`src/rtl/cla_mp_sequencer.sv`:
```
// Multi-precision add/subtract: drives one external SLICE-bit adder one slice per cycle, LS slice first.
// Latency: result valid SLICES+1 cycles after accept (SLICES run cycles, then DONE); SLICES+2 cycles per op.
// Backpressure: in_ready only in IDLE; result and flags held in DONE until out_ready.
module cla_mp_sequencer #(
    parameter int SLICE  = 32,
    parameter int SLICES = 4
) (
    input  logic                      clk,
    input  logic                      rst_n,
    input  logic                      in_valid,
    output logic                      in_ready,
    input  logic [SLICE*SLICES-1:0]   in_a,
    input  logic [SLICE*SLICES-1:0]   in_b,
    input  logic                      in_sub,
    input  logic                      in_cin,
    output logic [SLICE-1:0]          add_a,
    output logic [SLICE-1:0]          add_b,
    output logic                      add_cin,
    input  logic [SLICE-1:0]          add_sum,
    input  logic                      add_cout,
    output logic                      out_valid,
    input  logic                      out_ready,
    output logic [SLICE*SLICES-1:0]   out_sum,
    output logic                      out_cout,
    output logic                      out_overflow
);

    localparam int W  = SLICE * SLICES;
    localparam int IW = $clog2(SLICES);
    localparam logic [IW-1:0] LAST_IDX = IW'(SLICES - 1);

    typedef enum logic [1:0] {
        IDLE = 2'd0,
        RUN  = 2'd1,
        DONE = 2'd2
    } state_t;

    state_t          state_q;
    state_t          state_d;
    logic [IW-1:0]   idx_q;
    logic [W-1:0]    a_r;
    logic [W-1:0]    b_r;
    logic [W-1:0]    sum_r;
    logic            carry_r;
    logic            ovf_r;
    logic            last_slice;

    assign last_slice = (idx_q == LAST_IDX);

    always_ff @(posedge clk or negedge rst_n) begin
        if (!rst_n) begin
            state_q <= IDLE;
        end else begin
            state_q <= state_d;
        end
    end

    always_comb begin
        state_d   = state_q;
        in_ready  = 1'b0;
        out_valid = 1'b0;
        add_a     = '0;
        add_b     = '0;
        add_cin   = 1'b0;
        case (state_q)
            IDLE: begin
                in_ready = 1'b1;
                if (in_valid) begin
                    state_d = RUN;
                end
            end
            RUN: begin
                add_a   = a_r[int'(idx_q) * SLICE +: SLICE];
                add_b   = b_r[int'(idx_q) * SLICE +: SLICE];
                add_cin = carry_r;
                if (last_slice) begin
                    state_d = DONE;
                end
            end
            DONE: begin
                out_valid = 1'b1;
                if (out_ready) begin
                    state_d = IDLE;
                end
            end
            default: state_d = IDLE;
        endcase
    end

    // Subtract is folded into the operands: B is inverted once at accept and carry_r seeds the +1.
    always_ff @(posedge clk or negedge rst_n) begin
        if (!rst_n) begin
            idx_q   <= '0;
            a_r     <= '0;
            b_r     <= '0;
            sum_r   <= '0;
            carry_r <= 1'b0;
            ovf_r   <= 1'b0;
        end else begin
            case (state_q)
                IDLE: begin
                    if (in_valid) begin
                        a_r     <= in_a;
                        b_r     <= in_sub ? ~in_b : in_b;
                        carry_r <= in_sub ? 1'b1 : in_cin;
                        idx_q   <= '0;
                    end
                end
                RUN: begin
                    sum_r[int'(idx_q) * SLICE +: SLICE] <= add_sum;
                    carry_r <= add_cout;
                    if (last_slice) begin
                        idx_q <= '0;
                        // Top sum bit comes straight off the adder: sum_r is not yet updated this cycle.
                        ovf_r <= ~(a_r[W-1] ^ b_r[W-1]) & (a_r[W-1] ^ add_sum[SLICE-1]);
                    end else begin
                        idx_q <= idx_q + IW'(1);
                    end
                end
                default: ;
            endcase
        end
    end

    assign out_sum      = sum_r;
    assign out_cout     = carry_r;
    assign out_overflow = ovf_r;

endmodule

```
`config.mk`:
```
export PLATFORM = sky130hd
export DESIGN_NAME = cla_mp_sequencer
export DESIGN_NICKNAME = d
export VERILOG_FILES = /design/src/rtl/cla_mp_sequencer.sv
export SDC_FILE = /design/constraint.sdc
export NUM_CORES = 1
export LEC_CHECK = 0
export CAP_MARGIN = 20
export CORE_UTILIZATION = 44
export DETAILED_ROUTE_END_ITERATION = 16
export GPL_TIMING_DRIVEN = 1
export HOLD_SLACK_MARGIN = 0.03
export PLACE_DENSITY = 0.77
export SYNTH_ARGS = -nofsm -noshare
export SYNTH_HDL_FRONTEND = slang
export SYNTH_SLANG_ARGS = --single-unit
export TNS_END_PERCENT = 10
```
`constraint.sdc`:
```
create_clock -name clk -period 2.5 [get_ports clk]
set_clock_uncertainty 0.2 [all_clocks]
set_input_delay 0.5 -clock clk [delete_from_list [all_inputs] [get_ports clk]]
set_output_delay 0.5 -clock clk [all_outputs]
set_load 0.005 [all_outputs]
```
==> impl_metrics.ini <==
[finish]
layout_commonest_cell = nand2_1
nNetsFinal = 2391
layout_common_cells = 516 x nand2_1, 423 x clkdlybuf4s50_1, 388 x dfrtp_1, 128 x xnor2_1, 128 x a22o_1
area_growth_pct = 43.75
finalNonFillerCells = 2649
drive_gt1_frac = 0.1724
final_util = 0.6459

[synthesis]
synthesis.area_um2 = 17490
syn-num-nets = 1877
yosysWarnings = 0
synth_cell_types = 33
synth-seq-cells = 390
synth_top_area_share = 0.5581
avgSynthCellArea_um2 = 11.09
synthTopCellsByArea = dfrtp_1 56%, nand2_1 11%, mux4_2 8.2%
syn_inst = 1577
yosysTopAreaCell = dfrtp_1
seq_area_frac_synth = 0.5581

[pwr]
peakVddDrop_mv = 0.6545
power.leakage_nw = 11.46
cellPowerDensity_nw_per_um2 = 1250

[timing]
max_freq_mhz = 338.2
setup_violations = 127
rsz0062_at_grt = yes
slew_violations = 0
finalHoldViolations = 0
slew_headroom = 0.6816
fin_crit_sh = 1.183
layout_min_cycle_time_ps = 2957
worst_slack_ps = -457.1
hold_ws_ps = 156.7
worstMarginPinSlew_ps = 477.6

[placed_design]
hpwl_mm = 36.83
gp_congestion = 0.9030
port_buffers = 491
placed_cells = 2524

[setup_path]
start_kind = flip-flop
slowest_delay_ps = 500
cp.arrival_ps = 2260
critPathMaxFanout = 7
crit_chain = buf_12 > buf_12 > buf_6 > mux4_2 > and2_4 > buf_6
crit_path_end_kind = primary output
cp.required_ps = 1800
crit_type = reg2out
slowest_stage = mux4_2

[drt]
ant_nets = 0
vias = 14000
drtIter0Drc = 901
wire_per_inst_um = 20.41
drc_errors = 0
drtPass1Iterations = 7
drt_wl_total_mm = 54.06
via_per_inst = 5.286

[clock_network]
tritoncts = done
cts_max_level = 2
clk_pin_slew_ps = 50
clock_path_buffers = 3
cts_sinks = 390
clock_latency_ps = 570
cts_root_buffer = clkbuf_16
numCtsBuffers = 42

[flow_run]
maxCapViolCount = 0

[die]
start_util = 0.4493
dieWidth_um = 201.4
die_area_um2 = 40540
dieHeight_um = 201.4
core_um2 = 38920
rows = 72
ios = 492

[grt]
antenna_found_initial = 10
track_usage = 0.2683
grt_pass1_wl_mm = 84.45
grt_pass1_vias = 14690
globalRouteOverflowTotal = 0
grt_max_degree = 113

[status]
failed_checks = negative setup slack
status = complete, but fails checks

[min_path]
worst_hold_path_type = in2reg
registers in the layout, summed over array words and instances (netlist names):
| register | flops |
|---|---|
| a_r | 128 |
| b_r | 128 |
| idx_q | 2 |
| out_cout | 1 |
| out_overflow | 1 |
| out_sum | 128 |
| state_q | 2 |
final timing paths:
| check | slack [ps] | to | depth (start not counted) | start |
|---|---|---|---|---|
| setup / recovery | -460 | add_a[0] | 6 | idx_q[0]$_DFFE_PN0P_ |
| min in group asynchronous | 240 | a_r[109]$_DFFE_PN0P_ | 2 | rst_n |
| hold / removal | 160 | b_r[112]$_DFFE_PN0P_ | 3 | in_sub |
| hold reg to reg | 270 | a_r[117]$_DFFE_PN0P_ | 2 | a_r[117]$_DFFE_PN0P_ |
| max in group asynchronous | 1110 | b_r[82]$_DFFE_PN0P_ | 3 | rst_n |
| setup reg to reg | -80 | out_sum[76]$_DFFE_PN0P_ | 11 | idx_q[0]$_DFFE_PN0P_ |
timing repair:
item	4_1_cts	5_1_grt
hold endpoints to repair	38	0
cloned	5	0
hold buffers	1	0
pin swaps	15	32
buffers inserted	34	4
resized for setup	264	87
setup endpoints to repair	137	160
cell usage after synthesis (all sizes together):
master and number:
nand2 516, dfrtp 390, o21ai 132, a22o 128, xnor2 128, buf 74
and2 65, mux4 64, clkbuf 45, ha 5, nand3b 4, nor2 4
inv 3, nand2b 3, nand3 3, nor4b 2, o31ai 2, a21oi 1
and3b 1, and4 1, nand4bb 1, nor2b 1, nor3 1, nor3b 1
nor4 1, or3b 1
through the flow:
step / setup slack [ps] / instance area, µm² / power (mW) / setup TNS (ps)
finish: -457.1 / 25140 / 31.42 / -27650
global route: -512.7 / 25140 / 33.24 / -36970
CTS: -594.8 / 25150 / 31.38 / -32290
detailed placement: -253.9 / 23120 / 23.70 / -12430
global placement: -229.9 / 23120 / 23.29 / -9965
floorplan: 141.7 / 17490 / 17.45 / 0
power breakdown:
group,switching (mW),internal [mW]
Clock,2.58,3.78
Combinational,6.04,8.06
Sequential,1.79,9.18
cell type report:
cell class	instances	area, µm²
inverters	3	18.77
well taps	518	648.1
clock inverters	13	166.4
flip-flops and latches	390	9767
fillers	2959	13780
diodes	8	20.02
clock buffers	63	1250
multi-input cells	1065	7188
repair buffers	589	6078
worst max-delay path, delay by kind of cell, from the launching register on:
kind | cells | cell delay (ps)
flip-flops | 1 | 470
multiplexers | 1 | 500
AND/OR/NAND/NOR | 1 | 180
buffers and inverters | 4 | 540
cell families after synthesis:
group           count (synthesis)  share of synthesized area
compound gates                263                     0.1030
simple gates                  605                     0.1462
flops                         390                     0.5581
mux                            64                    0.08243
fa+ha+maj                       5                   0.003578
xor+xnor                      128                    0.06411
buf+inv                       122                    0.04257
per-layer routing:
metal  up-vias  share of wire  GRT usage
met2       648           0.49     0.4393
li1       6347              -          -
met4         2          0.052     0.1450
met1      6852           0.38     0.3277
met5         -        0.00022          0
met3       154          0.081    0.06527
(Power assumes the default switching activity.)
